### src/rtl/gpu_pkg.sv
// Shared GPU definitions for the palette write path: command layout, FSM states,
// colour packing and palette byte addressing.
package gpu_pkg;

    localparam logic [19:0] PALETTE_ADDR_DEF = 20'h04000;

    typedef enum logic [1:0] {
        IDLE  = 2'd0,
        WR_HI = 2'd1,
        WR_LO = 2'd2
    } pw_state_t;

    typedef struct packed {
        logic        mode565;
        logic [7:0]  index;
        logic [7:0]  count;
        logic [15:0] word;
    } pal_cmd_t;

    // 4444 stores transparency (inverted alpha) in the top nibble.
    function automatic logic [15:0] pack_pal_word(input logic       mode565,
                                                  input logic [7:0] r,
                                                  input logic [7:0] g,
                                                  input logic [7:0] b,
                                                  input logic [7:0] a);
        logic [15:0] w;
        if (mode565) begin
            w = {r[7:3], g[7:2], b[7:3]};
        end else begin
            w = {~a[7:4], r[7:4], g[7:4], b[7:4]};
        end
        return w;
    endfunction

    function automatic logic [19:0] pal_byte_addr(input logic [19:0] base,
                                                  input logic        mode565,
                                                  input logic [7:0]  idx,
                                                  input logic        lo_byte);
        return base + {10'd0, mode565, idx, lo_byte};
    endfunction

endpackage

### src/rtl/sync_fifo.sv
// Synchronous FIFO with registered empty/ready flags; ready stays low while in reset.
module sync_fifo #(
    parameter int WIDTH = 8,
    parameter int DEPTH = 4
) (
    input  logic             clk,
    input  logic             reset_n,
    input  logic             push,
    input  logic [WIDTH-1:0] push_data,
    output logic             ready,
    input  logic             pop,
    output logic [WIDTH-1:0] pop_data,
    output logic             empty,
    output logic             empty_nxt
);

    localparam int AW = (DEPTH > 1) ? $clog2(DEPTH) : 1;
    localparam logic [AW:0] FULL_CNT = (AW + 1)'(DEPTH);

    logic [WIDTH-1:0] mem_r [DEPTH];
    logic [AW-1:0]    wr_ptr_r;
    logic [AW-1:0]    rd_ptr_r;
    logic [AW:0]      count_r;
    logic [AW:0]      count_nxt_s;
    logic             ready_r;
    logic             empty_r;
    logic             push_ok_s;
    logic             pop_ok_s;

    assign push_ok_s = push && ready_r;
    assign pop_ok_s  = pop && !empty_r;
    assign ready     = ready_r;
    assign empty     = empty_r;
    assign empty_nxt = (count_nxt_s == (AW + 1)'(0));
    assign pop_data  = mem_r[rd_ptr_r];

    // Occupancy after this cycle's push/pop.
    always_comb begin
        count_nxt_s = count_r;
        if (push_ok_s && !pop_ok_s) begin
            count_nxt_s = count_r + (AW + 1)'(1);
        end else if (!push_ok_s && pop_ok_s) begin
            count_nxt_s = count_r - (AW + 1)'(1);
        end else begin
            count_nxt_s = count_r;
        end
    end

    // Storage array, written on accepted push.
    always_ff @(posedge clk) begin
        if (push_ok_s) begin
            mem_r[wr_ptr_r] <= push_data;
        end
    end

    // Pointers, occupancy and registered flags.
    always_ff @(posedge clk or negedge reset_n) begin
        if (!reset_n) begin
            wr_ptr_r <= '0;
            rd_ptr_r <= '0;
            count_r  <= '0;
            ready_r  <= 1'b0;
            empty_r  <= 1'b1;
        end else begin
            if (push_ok_s) begin
                wr_ptr_r <= wr_ptr_r + AW'(1);
            end
            if (pop_ok_s) begin
                rd_ptr_r <= rd_ptr_r + AW'(1);
            end
            count_r <= count_nxt_s;
            ready_r <= (count_nxt_s != FULL_CNT);
            empty_r <= (count_nxt_s == (AW + 1)'(0));
        end
    end

endmodule

### src/rtl/palette_writer.sv
// Packs colour commands into big-endian palette words and streams them as byte
// writes through the shared host port, with multi-entry fills and index wrap.
module palette_writer
    import gpu_pkg::*;
#(
    parameter logic [19:0] PALETTE_ADDR = PALETTE_ADDR_DEF,
    parameter int          FIFO_DEPTH   = 4
) (
    input  logic        clk,
    input  logic        reset_n,
    input  logic        cmd_valid,
    output logic        cmd_ready,
    input  logic        cmd_mode565,
    input  logic [7:0]  cmd_index,
    input  logic [7:0]  cmd_count,
    input  logic [7:0]  cmd_r,
    input  logic [7:0]  cmd_g,
    input  logic [7:0]  cmd_b,
    input  logic [7:0]  cmd_a,
    output logic        wr_ena,
    output logic [19:0] wr_addr,
    output logic [7:0]  wr_data,
    input  logic        wr_grant,
    output logic        busy,
    output logic        done
);

    pal_cmd_t    cmd_s;
    pal_cmd_t    head_s;
    logic        fifo_empty_s;
    logic        fifo_empty_nxt_s;
    logic        fifo_pop_s;

    pw_state_t   state_r,    state_nxt_s;
    logic        mode_r,     mode_nxt_s;
    logic [7:0]  idx_r,      idx_nxt_s;
    logic [7:0]  rem_r,      rem_nxt_s;
    logic [15:0] word_r,     word_nxt_s;
    logic        wr_ena_r,   wr_ena_nxt_s;
    logic [19:0] wr_addr_r,  wr_addr_nxt_s;
    logic [7:0]  wr_data_r,  wr_data_nxt_s;
    logic        done_r,     done_nxt_s;
    logic        busy_r;

    // Command packing at enqueue time.
    always_comb begin
        cmd_s         = '0;
        cmd_s.mode565 = cmd_mode565;
        cmd_s.index   = cmd_index;
        cmd_s.count   = cmd_count;
        cmd_s.word    = pack_pal_word(cmd_mode565, cmd_r, cmd_g, cmd_b, cmd_a);
    end

    sync_fifo #(
        .WIDTH ($bits(pal_cmd_t)),
        .DEPTH (FIFO_DEPTH)
    ) u_fifo (
        .clk       (clk),
        .reset_n   (reset_n),
        .push      (cmd_valid),
        .push_data (cmd_s),
        .ready     (cmd_ready),
        .pop       (fifo_pop_s),
        .pop_data  (head_s),
        .empty     (fifo_empty_s),
        .empty_nxt (fifo_empty_nxt_s)
    );

    // Write sequencer: next state, working registers and next host-port outputs.
    always_comb begin
        state_nxt_s   = state_r;
        mode_nxt_s    = mode_r;
        idx_nxt_s     = idx_r;
        rem_nxt_s     = rem_r;
        word_nxt_s    = word_r;
        wr_ena_nxt_s  = wr_ena_r;
        wr_addr_nxt_s = wr_addr_r;
        wr_data_nxt_s = wr_data_r;
        done_nxt_s    = 1'b0;
        fifo_pop_s    = 1'b0;
        case (state_r)
            IDLE: begin
                if (!fifo_empty_s) begin
                    fifo_pop_s    = 1'b1;
                    mode_nxt_s    = head_s.mode565;
                    idx_nxt_s     = head_s.index;
                    rem_nxt_s     = head_s.count;
                    word_nxt_s    = head_s.word;
                    wr_ena_nxt_s  = 1'b1;
                    wr_addr_nxt_s = pal_byte_addr(PALETTE_ADDR, head_s.mode565, head_s.index, 1'b0);
                    wr_data_nxt_s = head_s.word[15:8];
                    state_nxt_s   = WR_HI;
                end else begin
                    wr_ena_nxt_s  = 1'b0;
                end
            end
            WR_HI: begin
                if (wr_grant) begin
                    wr_addr_nxt_s = pal_byte_addr(PALETTE_ADDR, mode_r, idx_r, 1'b1);
                    wr_data_nxt_s = word_r[7:0];
                    state_nxt_s   = WR_LO;
                end else begin
                    state_nxt_s   = WR_HI;
                end
            end
            WR_LO: begin
                if (wr_grant) begin
                    if (rem_r != 8'd0) begin
                        // Index wraps within the bank; the mode bit is never touched.
                        idx_nxt_s     = idx_r + 8'd1;
                        rem_nxt_s     = rem_r - 8'd1;
                        wr_addr_nxt_s = pal_byte_addr(PALETTE_ADDR, mode_r, idx_r + 8'd1, 1'b0);
                        wr_data_nxt_s = word_r[15:8];
                        state_nxt_s   = WR_HI;
                    end else begin
                        wr_ena_nxt_s  = 1'b0;
                        done_nxt_s    = 1'b1;
                        state_nxt_s   = IDLE;
                    end
                end else begin
                    state_nxt_s = WR_LO;
                end
            end
            default: begin
                wr_ena_nxt_s = 1'b0;
                state_nxt_s  = IDLE;
            end
        endcase
    end

    // Sequencer state and registered outputs.
    always_ff @(posedge clk or negedge reset_n) begin
        if (!reset_n) begin
            state_r   <= IDLE;
            mode_r    <= 1'b0;
            idx_r     <= 8'd0;
            rem_r     <= 8'd0;
            word_r    <= 16'd0;
            wr_ena_r  <= 1'b0;
            wr_addr_r <= 20'd0;
            wr_data_r <= 8'd0;
            done_r    <= 1'b0;
            busy_r    <= 1'b0;
        end else begin
            state_r   <= state_nxt_s;
            mode_r    <= mode_nxt_s;
            idx_r     <= idx_nxt_s;
            rem_r     <= rem_nxt_s;
            word_r    <= word_nxt_s;
            wr_ena_r  <= wr_ena_nxt_s;
            wr_addr_r <= wr_addr_nxt_s;
            wr_data_r <= wr_data_nxt_s;
            done_r    <= done_nxt_s;
            busy_r    <= !fifo_empty_nxt_s || (state_nxt_s != IDLE);
        end
    end

    assign wr_ena  = wr_ena_r;
    assign wr_addr = wr_addr_r;
    assign wr_data = wr_data_r;
    assign done    = done_r;
    assign busy    = busy_r;

endmodule

### config.mk
export PLATFORM = sky130hd
export DESIGN_NAME = palette_writer
export DESIGN_NICKNAME = d
export VERILOG_FILES = /design/src/rtl/gpu_pkg.sv /design/src/rtl/sync_fifo.sv /design/src/rtl/palette_writer.sv
export SDC_FILE = /design/constraint.sdc
export NUM_CORES = 1
export LEC_CHECK = 0
export CELL_PAD_IN_SITES_DETAIL_PLACEMENT = 0
export CELL_PAD_IN_SITES_GLOBAL_PLACEMENT = 2
export CORE_UTILIZATION = 44
export DETAILED_ROUTE_END_ITERATION = 10
export PLACE_DENSITY = 0.81
export SETUP_SLACK_MARGIN = 0.1
export SYNTH_ARGS = -nofsm -noshare
export SYNTH_HDL_FRONTEND = slang
export SYNTH_SLANG_ARGS = --single-unit
### constraint.sdc
create_clock -name clk -period 4 [get_ports clk]
set_clock_uncertainty 0.15 [all_clocks]
set_input_delay 0.8 -clock clk [delete_from_list [all_inputs] [get_ports clk]]
set_output_delay 0.8 -clock clk [all_outputs]
set_load 0.01 [all_outputs]
* Word-level counts from Yosys, hierarchy flattened *
Memories as Yosys holds them, arrays and structs flattened.
Cells that the tools add are included.

storage, ports and cells
  flip-flop bits (word level) = 75
  bits in latches = 0
  bits in writable memories = 132
  bits in read-only memories = 0
  bits of input ports = 53
  output and inout bits = 32
  logic and storage cells = 91
  memories = 1

memories
  memory        depth  width  rd ports  clocked after memory_dff  wr ports  line             text
  u_fifo.mem_r  4      33     1         0                         1         sync_fifo.sv:20  logic [WIDTH-1:0] mem_r [DEPTH];

cells by class
  add/sub/neg operators = 9
  multipliers = 0
  div/mod/pow operators = 0
  $lt $le $gt $ge = 0
  equality and inequality tests = 8
  shift-type cells = 0
  muxes and demuxes = 36
  bitwise operators = 3
  reduce and logical (&&, ||, !) cells = 19

operators with widths
  cell                      count
  $mux W20                  4
  $mux W8                   10
  $pmux W20 S3              1
  $add A15 B10 Y16 const A  3
  $pmux W8 S2               2
  $pmux W8 S3               1
  $mux W16                  1
  $mux W1                   10
  $ne A2 B2 Y1 const B      5
  $add A8 B1 Y8 const B     1
  $reduce_bool A8 Y1        1
  $sub A8 B1 Y8 const B     1
  $mux W2                   3
  $mux W3                   2
  $pmux W2 S3               1
  $reduce_and A5 Y1         1
  $add A2 B1 Y2 const B     2
  $logic_and A1 B1 Y1       4
  $logic_not A1 Y1          4
  $not A4 Y4                1
  $reduce_and A4 Y1         1
  $reduce_bool A2 Y1        2
  $add A3 B1 Y3 const B     1
  $logic_not A3 Y1          1
  11 further kinds          12

* Depth between registers and ports, before layout *
  depth after elaboration = 9
  gate-level depth with buffers = 9

* Cells and area by module *
From an unflattened synthesis, not the netlist that was laid out.

unflattened totals
  cell total of the unflattened synthesis = 563
  area, all modules = 8554.5 um^2

modules (own cells, without submodules)
  module          instances  cells an instance  area each (um^2)
  sync_fifo       1          225                5321.4
  palette_writer  1          338                3233.1

* Worst setup path after synthesis *
No wires, ideal clock.

  path kind = input port to flip-flop
  start = in wr_grant
  end = reg wr_addr_r[0] (netlist: wr_addr[0])
  data arrival time = 1995 ps
  data required time = 3725 ps
  slack = 1729 ps
  cell stages on the path = 6
  buffers on the path = 2
  cells stage by stage = clkbuf_1 > nand2b_1 > nand3_1 > nand2_4 > buf_6 > mux2_4

between the ends
  word-level cells in the longest chain between the ends = 2

RTL lines
  what                                    line                   text
  start, declared                         palette_writer.sv:23   input logic wr_grant,
  $ne A2 B2 Y1 (no source line)           n/a
  $reduce_and A5 Y1 (no source line) (*)  n/a
  end signal, assigned                    palette_writer.sv:151  wr_addr_r <= wr_addr_nxt_s;
  end, declared                           palette_writer.sv:40   logic [19:0] wr_addr_r, wr_addr_nxt_s;

Every way passes the cells marked *; elsewhere a longest branch is shown, timed or not.
A chain may end at the register's enable or synchronous reset.

* Final worst setup path *
  start = reg rem_r[0]
  end = reg rem_r[0]

between the ends
  word-level cells in the longest chain between the ends = 4

RTL lines
  what                    line                   text
  start, declared         palette_writer.sv:37   logic [7:0] rem_r, rem_nxt_s;
  start signal, assigned  palette_writer.sv:148  rem_r <= rem_nxt_s;
  $sub A8 B1 Y8           palette_writer.sv:111  rem_nxt_s = rem_r - 8'd1;
  $mux W8                 palette_writer.sv:108  if (rem_r != 8'd0) begin
  $mux W8                 palette_writer.sv:107  if (wr_grant) begin
  $pmux W8 S2             palette_writer.sv:81   case (state_r)

Several ways; a longest one is shown, not always the timed one. The select of a mux whose other input is x is not followed.

==> reports/metrics.sh <==
OUTCOME='finished, violations left'
FAILING_CHECKS='design-rule violations'
TIMING.FINAL.SETUP_VIOLATIONS=0
CTS.SINKS=198
DRIVE_GT1_SHARE_PCT=19.4
CLK_PATH_BUF_DEPTH=2
VIAS=5075
ASYNC_RESET_FF_SHARE_PCT=33.3
POWER-PER-CELL-AREA_mW_PER_MM2=782
FINISH.INSTANCE_AREA_MM2=0.0102
CORE-AREA_MM2=0.0195
YOSYSSEQAREASHARE_PCT=64.5
VDD_DROP_MAX_mV=0.377
CLK-INSERTION-DELAY-LATE_PS=430
WL_MET1_UM=8220
WL_PER_CELL_UM=18.5
COUNT_OF_MAXIMUM_CAPACITANCE_VIOLATIONS=0
CTS.HTREE.LEVELS=4
MAXCLOCKFREQUENCY_MHz=351
CTS_RESIZED=0
ROUTED_VIA_DENSITY=5.53
WORSTPATHARRIVAL_PS=3010
DIODES=0
PLACE_CONGESTION=0.822
CTS_HOLD_REPAIR.BUFFERS=0
CTS.REPAIR_TIMING.SETUP_BUFFER_COUNT=0
FINAL.SETUP.TNS_PS=0
CRITPATHREQUIREDTIME_PS=4160
SYN_TO_FINAL_GROWTH_PCT=16.7
HOLD_WORST_PATH_END='wr_addr[14]$_DFFE_PN0P_'
TOP_LAYER_USED='met4'
DIE_WIDTH_UM=143
YOSYS-TOP-CELLS-AREA='sky130_fd_sc_hd__edfxtp_1 46%, sky130_fd_sc_hd__dfrtp_1 19%, sky130_fd_sc_hd__mux4_2 8.5%'
CLOCK_TREE.ROOT_CELL='sky130_fd_sc_hd__clkbuf_16'
PLACE_HPWL_UM=11100
WORSTSETUPSTARTPOINTTYPE='flop'
GROUTE.USAGE.OVERALL_PCT=18.1
TIMING.HOLD.WORST_PATH_DEPTH=1
GRT_SETUP_UNREPAIRED='false'
YOSYS.CELL_TYPES.COUNT=60
ROUTED-WL-MET3_UM=735
GRT_FIRST_PASS_WIRELENGTH_UM=27300
DRC_ERRORS=2
VIA_COUNT_OF_THE_FIRST_GLOBAL_ROUTING_PASS=4971
PATH_CLK_SLEW_PS=70
SYNTHFLOPTYPE='sky130_fd_sc_hd__edfxtp_1'
GR_OVERFLOW_TOTAL=0
POST_ROUTE_ANTENNA_NET_VIOLATION_COUNT=0
R2R-START='rem_r[0]$_DFFE_PN0P_'
POWER.LEAKAGE_uW=0.00365
FFS_LATCHES_SYNTH=198
DIE_H_UM=143
SYNTH_TOP_CELL_BY_AREA='sky130_fd_sc_hd__edfxtp_1'
WORSTHOLDPATHTYPE='flop to flop'
NUMBER_OF_NETS_IN_THE_FINAL_LAYOUT=706
RR_WORST_DEPTH=6
SYNTH_EDF_COUNT=132
REG2REG_TO='rem_r[0]$_DFFE_PN0P_'
HOLD_VIOLATIONS=0
CRIT_PATH_MAX_FANOUT=10
CRITICAL_PATH_CLASS='flop to flop'
YS.WARNINGS.COUNT=0
PORTBUFFERS=63
IO_PINS=85
DRV_SLEW=0
CTS_TREE='built'
VIOLATION_COUNT_AFTER_THE_FIRST_DETAILED_ROUTE_ITERATION=426
POST_SYNTH_INST_COUNT=582
WORST_PIN_SLEW_PS=1040
MAXSLEWHEADROOM_PCT=30.7
NFILLCELLS=1599
GRT_START_MAX_NET_PINS=45
SYNTH_TOP_AREA_SHARE_PCT=45.5
DETAILEDROUTE.FIRSTPASSITERATIONCOUNT=7
SYNTHESIS.AREA_MM2=0.00871
POST-ROUTE-MIN-PERIOD_PS=2850
WORSTHOLDSTART='wr_addr[14]$_DFFE_PN0P_'
DIE_AREA_MM2=0.0204
RRSETUPSLACK_PS=1150
TIMING.FINAL.CRIT_SHARE_PCT=71.3
NUMCTSBUFFERS=17
END_KIND='flop'
INITIAL_UTILIZATION_PCT=44.8
PLACEMENT_ROWS=51
WL_MET2_UM=7790
PLACED_AREA_MM2=0.00957
GRT_ANTENNA_BEFORE_REPAIR=0
TOTALWIRELENGTH_UM=17000
SYN-MEAN-INSTANCE-AREA_UM2=15.0
[per-stage QoR]
step / power, uW / cells / util, % / hold WS, ps / worst slack, ps
4_1_cts: 8040 / 918 / 52.2 / 325 / 1170
3_5_place_dp: 6310 / 886 / 49.2 / 310 / 911
2_1_floorplan: 5370 / 590 / - / 331 / 1730
5_1_grt: 8460 / 918 / 52.2 / 333 / 965
6_report: 7950 / 918 / 52.2 / 316 / 1150
3_3_place_gp: 6230 / 886 / 49.2 / 305 / 944
[placed cells by master (no fill, tap or decap), types with 5 or more instances in the layout]
cell                              netlist  layout
sky130_fd_sc_hd__nand2_1               24      24
sky130_fd_sc_hd__inv_1                 16      16
sky130_fd_sc_hd__buf_4                 10      11
sky130_fd_sc_hd__nor2_1                30      30
sky130_fd_sc_hd__mux2_2                35      35
sky130_fd_sc_hd__mux4_2                33      33
sky130_fd_sc_hd__conb_1                 1       9
sky130_fd_sc_hd__edfxtp_1             132     132
sky130_fd_sc_hd__and3_1                 8       8
sky130_fd_sc_hd__mux2i_1                5       5
sky130_fd_sc_hd__a31oi_1               13      13
sky130_fd_sc_hd__o21ai_0               16      16
sky130_fd_sc_hd__nand3_1               15      15
sky130_fd_sc_hd__o31ai_1                8       8
sky130_fd_sc_hd__o211ai_1               7       7
sky130_fd_sc_hd__a21oi_1               24      24
sky130_fd_sc_hd__dfrtp_1               65      64
sky130_fd_sc_hd__a22oi_1                8       8
sky130_fd_sc_hd__nor3_1                12      12
sky130_fd_sc_hd__ha_1                  13      13
sky130_fd_sc_hd__clkbuf_16              0      17
sky130_fd_sc_hd__clkdlybuf4s50_1        0      62
sky130_fd_sc_hd__a211oi_1               5       5
sky130_fd_sc_hd__mux2_4                 6       6
[registers in the layout, indices dropped and copies added (netlist names), 3 cells and up]
name	count
wr_addr	11
u_fifo.count_r	3
idx_r	8
wr_data	8
u_fifo.mem_r	132
word_r	16
rem_r	8
[metal layers]
metal	vias up	global-route usage, %
met5	-	0
met4	0	6.51
met3	19	3.42
met2	110	26.7
met1	2577	26.8
li1	2369	-
[power by group]
| part | total [uW] | leakage [uW] | switching [uW] | internal [uW] |
|---|---|---|---|---|
| Clock | 1710 | 0.000285 | 774 | 936 |
| Sequential | 3150 | 0.00198 | 323 | 2830 |
| Combinational | 3090 | 0.00139 | 1640 | 1450 |
[how the worst max path moves through the flow]
stage | to | startpoint
after floorplan | wr_addr[0]$_DFFE_PN0P_ | wr_grant
after global placement | rem_r[5]$_DFFE_PN0P_ | wr_grant
after detailed placement | rem_r[5]$_DFFE_PN0P_ | wr_grant
after CTS | rem_r[0]$_DFFE_PN0P_ | rem_r[0]$_DFFE_PN0P_
after global routing | rem_r[0]$_DFFE_PN0P_ | rem_r[0]$_DFFE_PN0P_
final | rem_r[0]$_DFFE_PN0P_ | rem_r[0]$_DFFE_PN0P_
[worst max-delay path, cell delays in order (launching register included)]
cell                      delay, ps
sky130_fd_sc_hd__dfrtp_1        420
sky130_fd_sc_hd__inv_1           90
sky130_fd_sc_hd__ha_1           230
sky130_fd_sc_hd__nor4b_1        780
sky130_fd_sc_hd__nand3_1        590
sky130_fd_sc_hd__nand2_1        330
sky130_fd_sc_hd__o21ai_0        130
[cells in the mapped netlist, drive strengths merged (2+ instances only)]
master,n
nor2b,5
a21oi,24
nor2,30
dfrtp,65
ha,13
a311oi,2
mux2i,5
o21ai,16
inv,16
or4,2
a22oi,8
nand3,15
xnor2,3
o211ai,8
mux4,33
and2,3
mux2,41
o2bb2ai,2
a221o,3
a21o,3
and3,8
edfxtp,132
a211oi,5
o21a,2
clkbuf,26
nor3b,2
o2111ai,2
o211a,3
nand2,25
nand4,3
a31oi,13
nand2b,3
o31ai,8
nor3,12
or3,5
nor4,4
buf,17
[final cells by class]
type / instances / area, um2 / area share, %
timing repair buffer: 74 / 708 / 6.97
clock inverter: 15 / 170 / 1.67
inverter: 16 / 60.1 / 0.591
sequential: 198 / 5620 / 55.3
tap: 265 / 332 / 3.26
multi-input combinational: 333 / 2850 / 28.1
clock buffer: 17 / 425 / 4.18
[cell families after synthesis]
family | Yosys count | synth area share, %
flops | 198 | 64.5
simple gates | 122 | 7.11
compound gates | 106 | 8.29
mux | 79 | 14.7
buf+inv | 59 | 3.13
fa+ha+maj | 13 | 1.87
xor+xnor | 4 | 0.402
other cells | 1 | 0.0431
(Power assumes the default switching activity.)
